**src/rtl/lobo_video_pkg.sv**
```systemverilog
// Shared definitions for the LoboVIC raster timing generator: standard
// mode constants, the default coordinate width and a position record.
package lobo_video_pkg;

  // Default coordinate/counter width; holds totals up to 4095.
  localparam int CW_DEFAULT = 12;

  // One complete video mode: porches, sync widths and sync polarity.
  typedef struct packed {
    logic [15:0] h_active;
    logic [15:0] h_fp;
    logic [15:0] h_sync;
    logic [15:0] h_bp;
    logic [15:0] v_active;
    logic [15:0] v_fp;
    logic [15:0] v_sync;
    logic [15:0] v_bp;
    logic        h_pol;
    logic        v_pol;
  } mode_t;

  localparam mode_t MODE_640X480_60 = '{
    h_active: 16'd640,  h_fp: 16'd16,  h_sync: 16'd96,  h_bp: 16'd48,
    v_active: 16'd480,  v_fp: 16'd10,  v_sync: 16'd2,   v_bp: 16'd33,
    h_pol: 1'b0, v_pol: 1'b0
  };

  localparam mode_t MODE_800X600_60 = '{
    h_active: 16'd800,  h_fp: 16'd40,  h_sync: 16'd128, h_bp: 16'd88,
    v_active: 16'd600,  v_fp: 16'd1,   v_sync: 16'd4,   v_bp: 16'd23,
    h_pol: 1'b1, v_pol: 1'b1
  };

  localparam mode_t MODE_1280X720_60 = '{
    h_active: 16'd1280, h_fp: 16'd110, h_sync: 16'd40,  h_bp: 16'd220,
    v_active: 16'd720,  v_fp: 16'd5,   v_sync: 16'd5,   v_bp: 16'd20,
    h_pol: 1'b1, v_pol: 1'b1
  };

  // Position as seen by the pixel pipeline.
  typedef struct packed {
    logic [CW_DEFAULT-1:0] x;
    logic [CW_DEFAULT-1:0] y;
    logic                  de;
    logic                  hsync;
    logic                  vsync;
  } pos_t;

  // Total positions on one axis (active + front porch + sync + back porch).
  function automatic int axis_total(input int active, input int fp,
                                    input int sync, input int bp);
    return active + fp + sync + bp;
  endfunction

endpackage

```
**src/rtl/lobo_vt_axis.sv**
```systemverilog
// One raster axis: a wrapping position counter plus registered decode of
// position and sync. The counter only moves on step_i; the next-state
// values are exported so the top can register its own decodes aligned
// with this axis.
module lobo_vt_axis
  import lobo_video_pkg::*;
#(
  parameter int ACTIVE = 640,
  parameter int FP     = 16,
  parameter int SYNC   = 96,
  parameter int BP     = 48,
  parameter bit POL    = 1'b0,
  parameter int CW     = CW_DEFAULT
) (
  input  logic          clk_pixel,
  input  logic          rst_n,
  input  logic          step_i,
  output logic          wrap_o,      // counter sits on its last position
  output logic [CW-1:0] cnt_d_o,     // counter value after this cycle
  output logic          active_d_o,  // cnt_d_o lies in the active region
  output logic [CW-1:0] pos_o,       // registered position, 0 out of reset
  output logic          sync_o       // registered sync at POL level
);

  localparam int            TOTAL      = axis_total(ACTIVE, FP, SYNC, BP);
  localparam logic [CW-1:0] LAST       = CW'(TOTAL - 1);
  localparam logic [CW-1:0] ACT_END    = CW'(ACTIVE);
  localparam logic [CW-1:0] SYNC_START = CW'(ACTIVE + FP);
  localparam logic [CW-1:0] SYNC_END   = CW'(ACTIVE + FP + SYNC);

  logic [CW-1:0] cnt_q, cnt_d;
  logic [CW-1:0] pos_q;
  logic          sync_q, sync_d;
  logic          active_d;

  assign wrap_o = (cnt_q == LAST);

  // Next counter value: wrap to 0 after the last position.
  always_comb begin
    cnt_d = cnt_q;
    if (step_i) begin
      cnt_d = wrap_o ? '0 : cnt_q + CW'(1);
    end
  end

  // Decode of the upcoming position so registered outputs line up with it.
  always_comb begin
    active_d = (cnt_d < ACT_END);
    sync_d   = ((cnt_d >= SYNC_START) && (cnt_d < SYNC_END)) ? POL : !POL;
  end

  // Counter and decoded outputs; reset parks the counter on its last
  // position so the first step lands on 0.
  always_ff @(posedge clk_pixel or negedge rst_n) begin
    if (!rst_n) begin
      cnt_q  <= LAST;
      pos_q  <= '0;
      sync_q <= !POL;
    end else if (step_i) begin
      cnt_q  <= cnt_d;
      pos_q  <= cnt_d;
      sync_q <= sync_d;
    end
  end

  assign cnt_d_o    = cnt_d;
  assign active_d_o = active_d;
  assign pos_o      = pos_q;
  assign sync_o     = sync_q;

endmodule

```
**src/rtl/lobo_video_timing.sv**
```systemverilog
// Configurable raster timing generator for the LoboVIC HDMI path.
// Produces sync, data enable, raw and replicated coordinates, line/frame
// strobes and an optional raster-compare interrupt.
// Build option: define LOBO_VT_RASTER_IRQ_EN to enable the raster IRQ;
// otherwise raster_irq is tied low and raster_line/irq_ack are ignored.
module lobo_video_timing
  import lobo_video_pkg::*;
#(
  parameter int H_ACTIVE = int'(MODE_640X480_60.h_active),
  parameter int H_FP     = int'(MODE_640X480_60.h_fp),
  parameter int H_SYNC   = int'(MODE_640X480_60.h_sync),
  parameter int H_BP     = int'(MODE_640X480_60.h_bp),
  parameter int V_ACTIVE = int'(MODE_640X480_60.v_active),
  parameter int V_FP     = int'(MODE_640X480_60.v_fp),
  parameter int V_SYNC   = int'(MODE_640X480_60.v_sync),
  parameter int V_BP     = int'(MODE_640X480_60.v_bp),
  parameter bit H_POL    = MODE_640X480_60.h_pol,
  parameter bit V_POL    = MODE_640X480_60.v_pol,
  parameter int SCALE    = 1,
  parameter int CW       = CW_DEFAULT
) (
  input  logic          clk_pixel,
  input  logic          rst_n,
  input  logic          en,
  output logic          hsync,
  output logic          vsync,
  output logic          de,
  output logic [CW-1:0] x,
  output logic [CW-1:0] y,
  output logic [CW-1:0] vx,
  output logic [CW-1:0] vy,
  output logic          pix_stb,
  output logic          line_start,
  output logic          frame_start,
  input  logic [CW-1:0] raster_line,
  input  logic          irq_ack,
  output logic          raster_irq
);

  // Replication sub-counters run 0..SCALE-1 (SCALE is at most 8).
  localparam logic [2:0] REP_LAST = 3'(SCALE - 1);

  logic          h_wrap, h_active_d, v_active_d, v_wrap_unused;
  logic [CW-1:0] h_next, v_next;

  lobo_vt_axis #(
    .ACTIVE(H_ACTIVE), .FP(H_FP), .SYNC(H_SYNC), .BP(H_BP),
    .POL(H_POL), .CW(CW)
  ) u_h_axis (
    .clk_pixel (clk_pixel),
    .rst_n     (rst_n),
    .step_i    (en),
    .wrap_o    (h_wrap),
    .cnt_d_o   (h_next),
    .active_d_o(h_active_d),
    .pos_o     (x),
    .sync_o    (hsync)
  );

  // Vertical axis advances only when the line wraps, so vsync and y
  // change exactly at x=0.
  lobo_vt_axis #(
    .ACTIVE(V_ACTIVE), .FP(V_FP), .SYNC(V_SYNC), .BP(V_BP),
    .POL(V_POL), .CW(CW)
  ) u_v_axis (
    .clk_pixel (clk_pixel),
    .rst_n     (rst_n),
    .step_i    (en && h_wrap),
    .wrap_o    (v_wrap_unused),
    .cnt_d_o   (v_next),
    .active_d_o(v_active_d),
    .pos_o     (y),
    .sync_o    (vsync)
  );

  logic          de_q, de_d;
  logic          pix_stb_q, pix_stb_d;
  logic          line_start_q, line_start_d;
  logic          frame_start_q, frame_start_d;
  logic [2:0]    hrep_q, hrep_d, vrep_q, vrep_d;
  logic [CW-1:0] vx_q, vx_d, vy_q, vy_d;

  // Horizontal replication: vx steps every SCALE pixels, restarting at x=0.
  always_comb begin
    hrep_d = hrep_q;
    vx_d   = vx_q;
    if (h_next == '0) begin
      hrep_d = '0;
      vx_d   = '0;
    end else if (hrep_q == REP_LAST) begin
      hrep_d = '0;
      vx_d   = vx_q + CW'(1);
    end else begin
      hrep_d = hrep_q + 3'd1;
    end
  end

  // Vertical replication: vy steps every SCALE lines, restarting at y=0.
  always_comb begin
    vrep_d = vrep_q;
    vy_d   = vy_q;
    if (h_wrap) begin
      if (v_next == '0) begin
        vrep_d = '0;
        vy_d   = '0;
      end else if (vrep_q == REP_LAST) begin
        vrep_d = '0;
        vy_d   = vy_q + CW'(1);
      end else begin
        vrep_d = vrep_q + 3'd1;
      end
    end
  end

  // Strobes and data enable decoded from the upcoming position.
  always_comb begin
    de_d          = h_active_d && v_active_d;
    pix_stb_d     = de_d && (hrep_d == '0);
    line_start_d  = (h_next == '0);
    frame_start_d = line_start_d && (v_next == '0);
  end

  // Output and sub-counter registers; everything holds while en is low.
  always_ff @(posedge clk_pixel or negedge rst_n) begin
    if (!rst_n) begin
      de_q          <= 1'b0;
      pix_stb_q     <= 1'b0;
      line_start_q  <= 1'b0;
      frame_start_q <= 1'b0;
      hrep_q        <= '0;
      vrep_q        <= '0;
      vx_q          <= '0;
      vy_q          <= '0;
    end else if (en) begin
      de_q          <= de_d;
      pix_stb_q     <= pix_stb_d;
      line_start_q  <= line_start_d;
      frame_start_q <= frame_start_d;
      hrep_q        <= hrep_d;
      vrep_q        <= vrep_d;
      vx_q          <= vx_d;
      vy_q          <= vy_d;
    end
  end

  assign de          = de_q;
  assign pix_stb     = pix_stb_q;
  assign line_start  = line_start_q;
  assign frame_start = frame_start_q;
  assign vx          = vx_q;
  assign vy          = vy_q;

`ifdef LOBO_VT_RASTER_IRQ_EN
  logic irq_q;
  logic irq_set;

  // Lines beyond V_TOTAL-1 never match because v_next never reaches them.
  assign irq_set = en && line_start_d && (v_next == raster_line);

  // Level interrupt; a new match beats a simultaneous acknowledge.
  always_ff @(posedge clk_pixel or negedge rst_n) begin
    if (!rst_n) begin
      irq_q <= 1'b0;
    end else if (irq_set) begin
      irq_q <= 1'b1;
    end else if (irq_ack) begin
      irq_q <= 1'b0;
    end
  end

  assign raster_irq = irq_q;
`else
  logic irq_inputs_unused;
  assign irq_inputs_unused = ^{raster_line, irq_ack};
  assign raster_irq        = 1'b0;
`endif

endmodule

```
**config.mk**
```make
export PLATFORM = sky130hd
export DESIGN_NAME = lobo_video_timing
export DESIGN_NICKNAME = d
export VERILOG_FILES = /design/src/rtl/lobo_video_pkg.sv /design/src/rtl/lobo_vt_axis.sv /design/src/rtl/lobo_video_timing.sv
export SDC_FILE = /design/constraint.sdc
export NUM_CORES = 1
export LEC_CHECK = 0
export ABC_AREA = 1
export BUFFER_PORTS_ARGS = -buffer_cell sky130_fd_sc_hd__buf_2
export CORE_AREA = 2 2 99 101
export DETAILED_ROUTE_END_ITERATION = 12
export DIE_AREA = 0 0 101 103
export PLACE_DENSITY = 0.7
export SYNTH_ARGS = -nofsm -noshare
export SYNTH_HDL_FRONTEND = slang
export SYNTH_SLANG_ARGS = --single-unit
```
**constraint.sdc**
```tcl
create_clock -name clk_pixel -period 2.8 [get_ports clk_pixel]
set_clock_uncertainty 0.15 [all_clocks]
set_input_delay 0.14 -clock clk_pixel [delete_from_list [all_inputs] [get_ports clk_pixel]]
set_output_delay 0.14 -clock clk_pixel [all_outputs]
set_load 0.01 [all_outputs]
```
Yosys cells after proc, flatten, opt, wreduce, memory -nomap -nowiden
Cells that the tools add are included.
{"block": "totals", "register_bits": 84, "wordCells": 58, "output_inout_bits": 55, "input_bits": 16}
{"block": "classes", "magnitude_cmp": 6, "addsub": 6, "reduce_logical": 16, "n_eq_ne": 2, "n_mux": 14}
{"op": "$mux W12", "n": 8}
{"op": "$add A12 B1 Y12 const B", "n": 4}
{"op": "$eq A12 B10 Y1 const B", "n": 2}
{"op": "$logic_not A12 Y1", "n": 2}
{"op": "$lt A12 B10 Y1 const B", "n": 2}
{"op": "$lt A12 B9 Y1 const B", "n": 2}
{"op": "$ge A12 B10 Y1 const B", "n": 1}
{"op": "$ge A12 B9 Y1 const B", "n": 1}
{"op": "$mux W3", "n": 4}
{"op": "$logic_not A3 Y1", "n": 3}
{"op": "$add A3 B1 Y3 const B", "n": 2}
{"op": "$logic_and A1 B1 Y1", "n": 6}
{"op": "$reduce_and A2 Y1", "n": 2}
{"op": "$reduce_bool A2 Y1", "n": 2}
{"op": "$reduce_and A3 Y1", "n": 1}
{"op": "$mux W1", "n": 2}

Longest topological paths before layout
Gate-level depths: netlist of run 1.
{"block": "logic_depth", "depth_word": 7, "ltp_mapped": 16, "ltp_nobuf": 16}

Modules after synthesis
A second synthesis of run 1 with hierarchy kept.
{"block": "hier_totals", "hier_cells": 651, "hier_area_um2": 4650.7}
{"mod": "lobo_video_timing", "instances": 1, "seq_area_each_um2": 850.8, "area_each_um2": 2187.1, "cells_per_inst": 288}
{"mod": "lobo_vt_axis at u_h_axis", "instances": 1, "seq_area_each_um2": 510.5, "area_each_um2": 1266.2, "cells_per_inst": 184}
{"mod": "lobo_vt_axis at u_v_axis", "instances": 1, "seq_area_each_um2": 405.4, "area_each_um2": 1197.4, "cells_per_inst": 179}

Worst setup path after synthesis of run 1
OpenSTA, ideal clock, no wires.
{"block": "synth_timing", "kind": "register to register", "start": "register u_h_axis.cnt_q[0]", "end": "register vx_q[3] (netlist: vx[3])", "path_slack_ns": 0.498, "arrival_time_ns": 2.034, "synth_period_minus_slack_ns": 2.302, "required_ns": 2.532, "path_buffers": 1, "setup_time_ns": 0.118, "stages_incl_launch_ff": 14, "cell_sequence": "dfstp_2 ha_1 nand2_2 nor2_8 nand3_1 xor2_1 nand2_1 nor2_2 nand3_4 nand2_4 nand2_4 buf_6 nand2_2 o21ai_2"}
{"block": "synth_between", "elab_chain_len": 6}
{"element": "start: declaration", "line_no": "lobo_vt_axis.sv:31", "source": "logic [CW-1:0] cnt_q, cnt_d;"}
{"element": "start signal: assignment", "line_no": "lobo_vt_axis.sv:60", "source": "cnt_q <= cnt_d;"}
{"element": "$add A12 B1 Y12 / $eq A12 B10 Y1 (equally long branches)", "line_no": "lobo_vt_axis.sv:42, lobo_vt_axis.sv:36"}
{"element": "$mux W12", "line_no": "lobo_vt_axis.sv:42", "source": "cnt_d = wrap_o ? '0 : cnt_q + CW'(1);"}
{"element": "$mux W12 (*)", "line_no": "lobo_vt_axis.sv:41", "source": "if (step_i) begin"}
{"element": "$logic_not A12 Y1 (*)", "line_no": "lobo_video_timing.sv:87", "source": "if (h_next == '0) begin"}
{"element": "$reduce_bool A2 Y1 (no source line)"}
{"element": "$reduce_and A2 Y1 (no source line)"}
{"element": "end signal: assignment", "line_no": "lobo_video_timing.sv:141", "source": "vx_q <= vx_d;"}
{"element": "end: declaration", "line_no": "lobo_video_timing.sv:81", "source": "logic [CW-1:0] vx_q, vx_d, vy_q, vy_d;"}
Mark *: on every way between the ends. The rest lies on a longest branch, timed or not.
A chain may end at the register's enable or synchronous reset.

Final worst setup path of run 1
{"block": "layout_timing", "start": "register u_h_axis.cnt_q[0]", "end": "register vy_q[4] (netlist: vy[4])"}
{"block": "layout_between", "elab_chain_len": 6}
{"element": "$eq A12 B10 Y1 (*)", "line_no": "lobo_vt_axis.sv:36", "source": "assign wrap_o = (cnt_q == LAST);"}
{"element": "$logic_and A1 B1 Y1", "line_no": "lobo_video_timing.sv:68", "source": ".step_i (en && h_wrap),"}
{"element": "$mux W12", "line_no": "lobo_vt_axis.sv:41"}
{"element": "$logic_not A12 Y1", "line_no": "lobo_video_timing.sv:103", "source": "if (v_next == '0) begin"}
{"element": "$reduce_bool A2 Y1 (no source line)"}
{"element": "$reduce_and A3 Y1 (no source line)"}
{"element": "end signal: assignment", "line_no": "lobo_video_timing.sv:142", "source": "vy_q <= vy_d;"}
{"element": "end: declaration", "line_no": "lobo_video_timing.sv:81"}
Marks and branches as above.

==> impl_metrics.csv, run 1 <==
group,metric,value,unit
final_layout,drive_gt1_share,23.9,%
outcome,status,"complete, no violations",
timing,finalSetupViolCount,0,
setup_path,slowest_delay,0.57,ns
setup_path,endpoint_kind,"register",
timing,hold_viol,0,
yosys,synth_edf_count,0,
yosys,yosys_warnings,0,
clock_network,cts.path.max_buffers,2,
final_layout,fillers,917,
yosys,synth_area_per_cell,7.51,um^2
routing,vias,3851,
routing,wl_met2,4750,um
setup_path,critPathLaunchType,"register",
die,die_y,103,um
setup_path,rr_endpoint,"vy[4]",
routing,wl_met3,334,um
die,initial_core_util,47.9,%
yosys,synthFlopType,"dfrtp_1",
setup_path,crit_fanout,9,
timing,fmax,385,MHz
setup_path,path_common_cell,"nand2_1",
routing,drt-met1-wl,4520,um
routing,drt_pass1_iterations,5,
yosys,synth_cells,603,
setup_path,crit_end,"vy[4]",
pwr,leakage,2.72,nW
setup_path,cp.required,2.89,ns
placement,hpwl,7210,um
worst_hold_path,hold_path.class,"in2reg",
placement,place.gp.congestion,0.896,
clock_network,root_buffer,"clkbuf_8",
clock_network,cts_sinks,70,
setup_path,worst-setup-path-type,"reg2reg",
clock_network,htree_levels,3,
yosys,syn-cell-area,4530,um^2
routing,routedWlPerCell,12.6,um
grt,gr-total-overflow,0,
timing,finalHoldWorstSlack,0.110,ns
die,core,9460,um^2
timing,finalCriticalPeriod,2.60,ns
final_layout,areaGrowthSynthToFinish,11.9,%
setup_path,path_delay_family,"simple AND/OR/NAND/NOR gates",
yosys,async_flop_share,100,%
setup_path,crit_chain,"ha_1 -> nand2_2 -> nor2_8 -> nand2_2 -> nor2_4 -> a21oi_1 -> nor2_1 -> nand2_1 -> nor2_2 -> nand3_4 -> nand2_4 -> nand2_4 -> nand2_1 -> nand2_1",
setup_path,cp.depth,14,
routing,highest_layer,"met4",
final_layout,nets,681,
grt,grt_first_pass_wirelength,16500,um
die,rows,36,
setup_path,crit_slowest_cell,"dfstp_2",
timing,rsz0062_at_grt,"false",
setup_path,cp_data_arrival_time,2.69,ns
yosys,ys_ff_latch,70,
final_layout,final_common_cell,"nand2_1",
pwr,ir_worst_vdd,0.284,mV
timing,fin_ws,0.202,ns
yosys,synth-seq-area-share,39.0,%
timing,slew_headroom,50.3,%
grt,grt_start_max_net_pins,43,
die,io-pin-count,71,
final_layout,ff_latch_area,1770,um^2
clock_network,cts_tree,"done",
timing,finalSetupTns,0,ns
setup_path,reg2reg_setup_slack,0.20,ns
grt,grt.total_usage,20.0,%
routing,routed_wl,9750,um
routing,drtIter0Drc,139,
pwr,cellPowerDensity,547,nW/um^2
final_layout,fin_util,53.6,%
final_layout,mostFrequentLayoutCells,"nand2_1, inv_1, dfrtp_1",
clock_network,numCtsBuffers,9,
die,die_width,101,um
setup_path,cp_num_buf_inv,0,
placement,place.port_buffers,56,
timing,post-route-period-util,92.8,%
yosys,synth_cell_types,39,
clock_network,clk_pin_slew,0.08,ns
die,die-area,10400,um^2
routing,viasPerCell,4.97,
placement,dp_slack,0.172,ns
timing,slew_viol_final,0,
timing,worst_pin_slew,0.745,ns
routing,drc_errors,0,
clock_network,clock_latency,0.35,ns
routing,ant_nets,0,
setup_path,startpoint,"u_h_axis.cnt_q[0]",
final_layout,multi_input_area,2210,um^2
setup_path,worstReg2RegStart,"u_h_axis.cnt_q[0]",
final_layout,antennaDiodeCount,0,
grt,antenna_found_initial,0,
grt,grt_pass1_vias,3608,
flow_run,maxCapViolations,0,
yosys,synth_nets,628,
setup_path,reg2reg_depth,14,
synth_stat cells (3+ instances only):
master	number	share of area, %
a21oi_1	7	0.77
buf_4	18	3.0
buf_6	3	0.75
clkbuf_1	4	0.33
dfrtp_1	58	32
dfstp_2	12	7.0
ha_1	9	2.5
inv_1	97	8.0
nand2_1	165	14
nand2_2	16	2.2
nand2_4	4	0.99
nand3_1	38	4.2
nand3_2	4	0.88
nand3_4	3	1.2
nand4_1	25	3.5
nor2_1	47	3.9
nor2_2	12	1.7
nor2_4	5	1.2
nor3_1	6	0.66
nor4_1	3	0.41
o21a_1	3	0.50
o21ai_0	12	1.3
o21ai_2	12	2.3
xor2_1	21	4.1
power by group:
part           internal [mW]  total, mW  switching, mW
logic                  0.260      0.721          0.461
registers               1.15       1.28          0.130
clock network          0.392      0.775          0.384
total                   1.80       2.77          0.974
worst min path at each step:
stage | start | endpoint | slack [ns] | cells past startpoint
4_1_cts | en | u_v_axis.pos_o[10] | 0.1 | 4
6_report | en | u_v_axis.pos_o[10] | 0.11 | 4
2_1_floorplan | rst_n | de | -0.31 | 0
5_1_grt | en | u_v_axis.pos_o[10] | 0.15 | 4
3_5_place_dp | rst_n | u_v_axis.pos_o[8] | 0.11 | 1
3_3_place_gp | rst_n | u_v_axis.pos_o[8] | 0.09 | 1
flip-flops by register name, summed over array words and instances (netlist names):
| register | cells |
|---|---|
| u_v_axis.cnt_q | 3 |
| pix_stb | 1 |
| de | 1 |
| u_h_axis.pos_o | 12 |
| vrep_q | 3 |
| u_h_axis.sync_o | 1 |
| vy | 12 |
| u_v_axis.sync_o | 1 |
| frame_start | 1 |
| line_start | 1 |
| hrep_q | 3 |
| u_h_axis.cnt_q | 7 |
| vx | 12 |
| u_v_axis.pos_o | 12 |
worst register-to-register path: cells and delay by family, from the launching register on:
kind | cells | cell delay, ns
and+or+nand+nor | 12 | 1.47
DFF | 1 | 0.57
adders and majority gates | 1 | 0.19
AOI/OAI and AO/OA | 1 | 0.09
logic make-up (layout without fill, tap and decap cells):
logic type               Yosys count  in the layout  share of synthesized area [%]
AND/OR/NAND/NOR                  334            334                           35.7
buffers and inverters            126            184                           12.5
AO/OA/AOI/OAI                     40             40                           5.80
flip-flops                        70             70                           39.0
adder cells (fa/ha/maj)            9              9                           2.49
other                              1              1                         0.0828
XOR/XNOR                          23             23                           4.45
cell type report:
| cell class | instances | area share, % |
|---|---|---|
| Inverter | 99 | 7.33 |
| Clock inverter | 3 | 0.345 |
| Multi-Input combinational cell | 407 | 43.6 |
| Sequential cell | 70 | 34.8 |
| Tap cell | 114 | 2.81 |
| Clock buffer | 13 | 3.33 |
| Timing Repair Buffer | 69 | 7.75 |
timing repair:
item	CTS	global route
setup endpoints to repair	0	12
gates resized for setup	0	2
hold buffers	1	0
hold endpoints to repair	28	0
buffers inserted	0	3
layer usage:
| metal | GRT usage, % | vias to the layer above |
|---|---|---|
| met5 | 0 | - |
| met4 | 7.59 | 0 |
| met3 | 3.19 | 13 |
| met2 | 33.2 | 63 |
| met1 | 26.3 | 1795 |
| li1 | - | 1980 |
through the flow:
step                      power, mW  std cells  instance area (um^2)
after floorplan                1.85        603                  4530
after global placement         2.00        755                  4840
after detailed placement       2.02        755                  4840
after CTS                      2.80        772                  5040
after global routing           2.97        775                  5070
final                          2.77        775                  5070
Note: power is estimated with default switching activity, not from simulation.
==> run 2, diff against run 1 <==
Settings changed: CORE_AREA 2 2 99 101 to 2 2 93 95, DIE_AREA 0 0 101 103 to 0 0 95 97, PLACE_DENSITY 0.7 to 0.78.
==> run 2 against run 1 <==
  * Clock power grew 1%
  * Maximum frequency shrank 2.3%
  * Routed wire length grew 0.27%
  * Flip-flop and latch count is the same
  * First-iteration DRC count shrank 13%
  * Cell count shrank 1.3%
  * Sequential power is essentially flat
  * Combinational power grew 2%
  * Critical path depth is the same
  * Critical endpoint is now vy[0]
  * Largest cell class unchanged
==> impl_metrics.csv, run 2 (synthesis gave the netlist of run 1 again) <==
group,metric,value,unit
worst_hold_path,hold_path.class,"in2reg",
die,die-area,9220,um^2
placement,dpl_cell_area,4810,um^2
setup_path,cp_num_buf_inv,0,
die,initial_core_util,55.7,%
setup_path,crit_fanout,9,
setup_path,crit_slowest_cell,"dfstp_2",
pwr,ir_worst_vdd,0.377,mV
placement,place.gp.congestion,0.911,
timing,finalSetupViolCount,0,
grt,antenna_found_initial,0,
timing,finalCriticalPeriod,2.66,ns
flow_run,maxCapViolations,0,
final_layout,fin_cells,765,
placement,placed_cells,744,
timing,hold_viol,0,
routing,ant_nets,0,
setup_path,worst-setup-path-type,"reg2reg",
die,rows,33,
grt,gr-total-overflow,0,
setup_path,path_delay_family,"simple AND/OR/NAND/NOR gates",
pwr,power,2.79,mW
placement,place.port_buffers,56,
die,die_y,97,um
routing,routedWlPerCell,12.8,um
grt,grt_first_pass_wirelength,16800,um
setup_path,crit_chain,"ha_1 -> nand2_2 -> nor2_8 -> nand2_2 -> nor2_4 -> a21oi_1 -> nor2_1 -> nand2_1 -> nor2_2 -> nand3_4 -> nand2_4 -> nand2_4 -> nand2_1 -> nand2_1",
final_layout,final_common_cell,"nand2_1",
routing,routed_wl,9780,um
routing,drtIter0Drc,121,
timing,rsz0062_at_grt,"true",
timing,worst_pin_slew,0.791,ns
setup_path,slowest_delay,0.58,ns
setup_path,cp_data_arrival_time,2.74,ns
clock_network,cts_sinks,70,
die,die_width,95,um
die,io-pin-count,71,
setup_path,reg2reg_setup_slack,0.14,ns
placement,dp_slack,0.135,ns
clock_network,clk_pin_slew,0.07,ns
placement,hpwl,7110,um
clock_network,root_buffer,"clkbuf_8",
grt,grt.total_usage,22.7,%
routing,drc_errors,0,
clock_network,cts_tree,"done",
timing,slew_headroom,47.3,%
final_layout,antennaDiodeCount,0,
clock_network,clock_latency,0.34,ns
routing,vias,3912,
pwr,cellPowerDensity,553,nW/um^2
routing,drt_pass1_iterations,4,
final_layout,drive_gt1_share,23.3,%
setup_path,startpoint,"u_h_axis.cnt_q[0]",
setup_path,path_common_cell,"nand2_1",
final_layout,stdcell_area,5050,um^2
grt,grt_pass1_vias,3673,
pwr,leakage,2.71,nW
final_layout,nets,680,
die,core,8130,um^2
routing,wl_met2,4840,um
clock_network,numCtsBuffers,9,
timing,post-route-period-util,95.0,%
timing,slew_viol_final,0,
setup_path,cp.required,2.88,ns
timing,fin_ws,0.139,ns
worst_hold_path,hp-start,"en",
timing,fmax,376,MHz
setup_path,critPathLaunchType,"register",
clock_network,htree_levels,3,
setup_path,endpoint_kind,"register",
routing,drt-met1-wl,4430,um
routing,wl_met3,412,um
setup_path,worstReg2RegStart,"u_h_axis.cnt_q[0]",
final_layout,areaGrowthSynthToFinish,11.4,%
final_layout,mostFrequentLayoutCells,"nand2_1, inv_1, dfrtp_1",
clock_network,cts.path.max_buffers,2,
grt,grt_start_max_net_pins,39,
outcome,status,"complete, no violations",
routing,viasPerCell,5.11,
routing,highest_layer,"met4",
## run 2: layer usage
metal	GRT usage [%]	up-vias
met5	0	-
met4	5.80	0
met3	4.60	10
met2	37.0	84
met1	30.6	1846
li1	-	1972
## run 2: cell type report
type	instances	area (um^2)
Clock inverter	4	47.5
Timing Repair Buffer	68	385
Inverter	99	374
Multi-Input combinational cell	407	2210
Fill cell	728	3090
Sequential cell	70	1770
Tap cell	105	131
Clock buffer	12	135
## run 2: power breakdown
| part | switching, mW | internal [mW] | total [mW] |
|---|---|---|---|
| clock | 0.375 | 0.410 | 0.785 |
| sequential | 0.128 | 1.15 | 1.28 |
| combinational | 0.471 | 0.261 | 0.732 |
| total | 0.974 | 1.82 | 2.79 |
## run 2: worst register-to-register path, delay by kind of cell (launching register included)
family	cells	cell delay (ns)
compound gates	1	0.09
fa+ha+maj	1	0.19
flops	1	0.58
simple gates	12	1.53
## run 2: what timing repair did
item                       in CTS  in global routing
resized for setup               0                  2
hold buffers                    1                  0
hold endpoints to repair       27                  0
buffers inserted                0                  4
setup endpoints to repair       0                 12
## run 2: path summary, 6_finish.rpt
kind                                           to  depth (start not counted)
worst min register to register  u_h_axis.pos_o[8]                          1
min in group asynchronous       u_v_axis.pos_o[6]                          2
worst max-delay path                        vy[0]                         14
worst max register to register              vy[0]                         14
worst min-delay path              u_h_axis.sync_o                          3
max in group asynchronous       u_h_axis.cnt_q[3]                          3
## run 2: through the flow
stage / TNS (ns) / utilization [%] / hold WS (ns)
after global placement: 0 / 59.2 / 0.108
after floorplan: 0 / - / -0.306
final: 0 / 62.1 / 0.0948
after CTS: 0 / 61.5 / 0.0746
after detailed placement: 0 / 59.2 / 0.118
after global routing: -0.293 / 62.1 / 0.126
==> run 3, diff against run 2 <==
Settings changed: CORE_AREA 2 2 93 95 to 4 4 95 97, DIE_AREA 0 0 95 97 to 0 0 99 101, REMOVE_ABC_BUFFERS set to 1.
==> run 3 against run 2 <==
  * Critical path depth rose by 1
  * Via count grew 0.28%
  * Largest power group unchanged
  * Non-clock buffer count is 1 lower
  * Clock-buffer cell count down 1
  * Cell area is essentially flat
==> impl_metrics.csv, run 3 (synthesis gave the netlist of run 1 again) <==
group,metric,value,unit
setup_path,path_delay_family,"simple AND/OR/NAND/NOR gates",
outcome,status,"complete, no violations",
pwr,power,2.80,mW
routing,drtIter0Drc,134,
clock_network,cts_sinks,70,
timing,finalSetupViolCount,0,
setup_path,crit_fanout,9,
clock_network,htree_levels,3,
final_layout,antennaDiodeCount,0,
flow_run,maxCapViolations,0,
worst_hold_path,hold_path.class,"in2reg",
clock_network,root_buffer,"clkbuf_8",
setup_path,cp.required,2.89,ns
pwr,ir_worst_vdd,0.379,mV
grt,grt.total_usage,20.4,%
grt,grt_pass1_vias,3713,
routing,viasPerCell,5.13,
placement,dpl_cell_area,4810,um^2
timing,slew_viol_final,0,
die,initial_core_util,55.7,%
setup_path,worst-setup-path-type,"reg2reg",
setup_path,crit_slowest_cell,"dfstp_2",
timing,finalCriticalPeriod,2.60,ns
routing,wl_met3,469,um
routing,drt_pass1_iterations,5,
placement,place.port_buffers,56,
timing,slew_headroom,48.9,%
final_layout,stdcell_area,5050,um^2
setup_path,path_common_cell,"nand2_1",
final_layout,fin_cells,764,
routing,ant_nets,0,
die,core,8130,um^2
routing,drt-met1-wl,4430,um
setup_path,crit_chain,"ha_2 -> nand2_4 -> nor2_8 -> nand2_2 -> nor2_4 -> buf_4 -> nand4_1 -> nand2_1 -> nand2_1 -> nor2_2 -> nand3_4 -> nand2_4 -> nand2_4 -> nand2_1 -> nand2_1",
clock_network,cts.path.max_buffers,2,
setup_path,endpoint_kind,"register",
grt,antenna_found_initial,0,
final_layout,mostFrequentLayoutCells,"nand2_1, inv_1, dfrtp_1",
final_layout,drive_gt1_share,23.5,%
die,die_width,99,um
grt,gr-total-overflow,0,
routing,routedWlPerCell,12.7,um
die,die_y,101,um
routing,highest_layer,"met4",
timing,finalSetupTns,0,ns
timing,post-route-period-util,92.9,%
die,io-pin-count,71,
routing,vias,3923,
timing,fmax,384,MHz
timing,worst_pin_slew,0.766,ns
clock_network,cts_tree,"done",
die,rows,33,
final_layout,nets,679,
final_layout,final_common_cell,"nand2_1",
routing,drc_errors,0,
final_layout,fillers,701,
placement,hpwl,7150,um
die,die-area,10000,um^2
placement,place.gp.congestion,0.908,
grt,grt_start_max_net_pins,39,
timing,hold_viol,0,
routing,routed_wl,9690,um
setup_path,critPathLaunchType,"register",
clock_network,clock_latency,0.34,ns
setup_path,slowest_delay,0.57,ns
final_layout,areaGrowthSynthToFinish,11.4,%
clock_network,clk_pin_slew,0.08,ns
timing,fin_ws,0.199,ns
setup_path,cp_num_buf_inv,1,
grt,grt_first_pass_wirelength,16800,um
pwr,leakage,2.72,nW
routing,wl_met2,4640,um
setup_path,cp_data_arrival_time,2.69,ns
placement,placed_cells,743,
clock_network,numCtsBuffers,9,
pwr,cellPowerDensity,555,nW/um^2
placement,dp_slack,0.127,ns
## run 3: cell type report
type / instances / area (um^2) / share of cell area [%]
flip-flops and latches: 70 / 1770 / 35.0
clock inverters: 5 / 50.0 / 0.991
multi-input cells: 407 / 2220 / 44.0
repair buffers: 67 / 378 / 7.48
inverters: 99 / 372 / 7.36
clock buffers: 11 / 131 / 2.60
well taps: 105 / 131 / 2.60
## run 3: power by group
part / total (mW) / internal [mW] / switching, mW / leakage (nW)
sequential: 1.27 / 1.15 / 0.126 / 0.845
combinational: 0.741 / 0.265 / 0.476 / 1.77
clock: 0.787 / 0.406 / 0.381 / 0.0968
total: 2.80 / 1.82 / 0.983 / 2.72
## run 3: timing repair
action / 4_1_cts / 5_1_grt
resized for setup: 0 / 4
setup endpoints to repair: 0 / 18
hold buffers: 1 / 0
setup buffers: 0 / 4
hold endpoints to repair: 21 / 0
## run 3: path summary, 6_finish.rpt
check                      slack (ns)               from           endpoint  depth (start not counted)
max                              0.20  u_h_axis.cnt_q[0]              vy[5]                         15
min in group asynchronous        0.25              rst_n  u_v_axis.pos_o[4]                          2
min                              0.17                 en  u_v_axis.pos_o[3]                          3
max reg2reg                      0.20  u_h_axis.cnt_q[0]              vy[5]                         15
max in group asynchronous        1.52              rst_n    u_v_axis.sync_o                          3
min reg2reg                      0.33  u_h_axis.pos_o[8]  u_h_axis.pos_o[8]                          1
## run 3: metrics by stage
| stage | hold slack [ns] | utilization, % |
|---|---|---|
| floorplan | -0.306 | - |
| global placement | 0.114 | 59.1 |
| detailed placement | 0.119 | 59.1 |
| CTS | 0.155 | 61.4 |
| global route | 0.203 | 62.1 |
| finish | 0.173 | 62.1 |
## run 3: tightest hold or removal path: stages
cell,delay (ns)
buf_2,0.24
nand3_1,0.16
o21ai_0,0.08
## run 3: routing by layer
layer / global-route usage, % / up-vias
met2: 33.3 / 99
met3: 3.39 / 13
met1: 27.1 / 1835
met5: 0 / -
met4: 8.40 / 0
li1: - / 1976
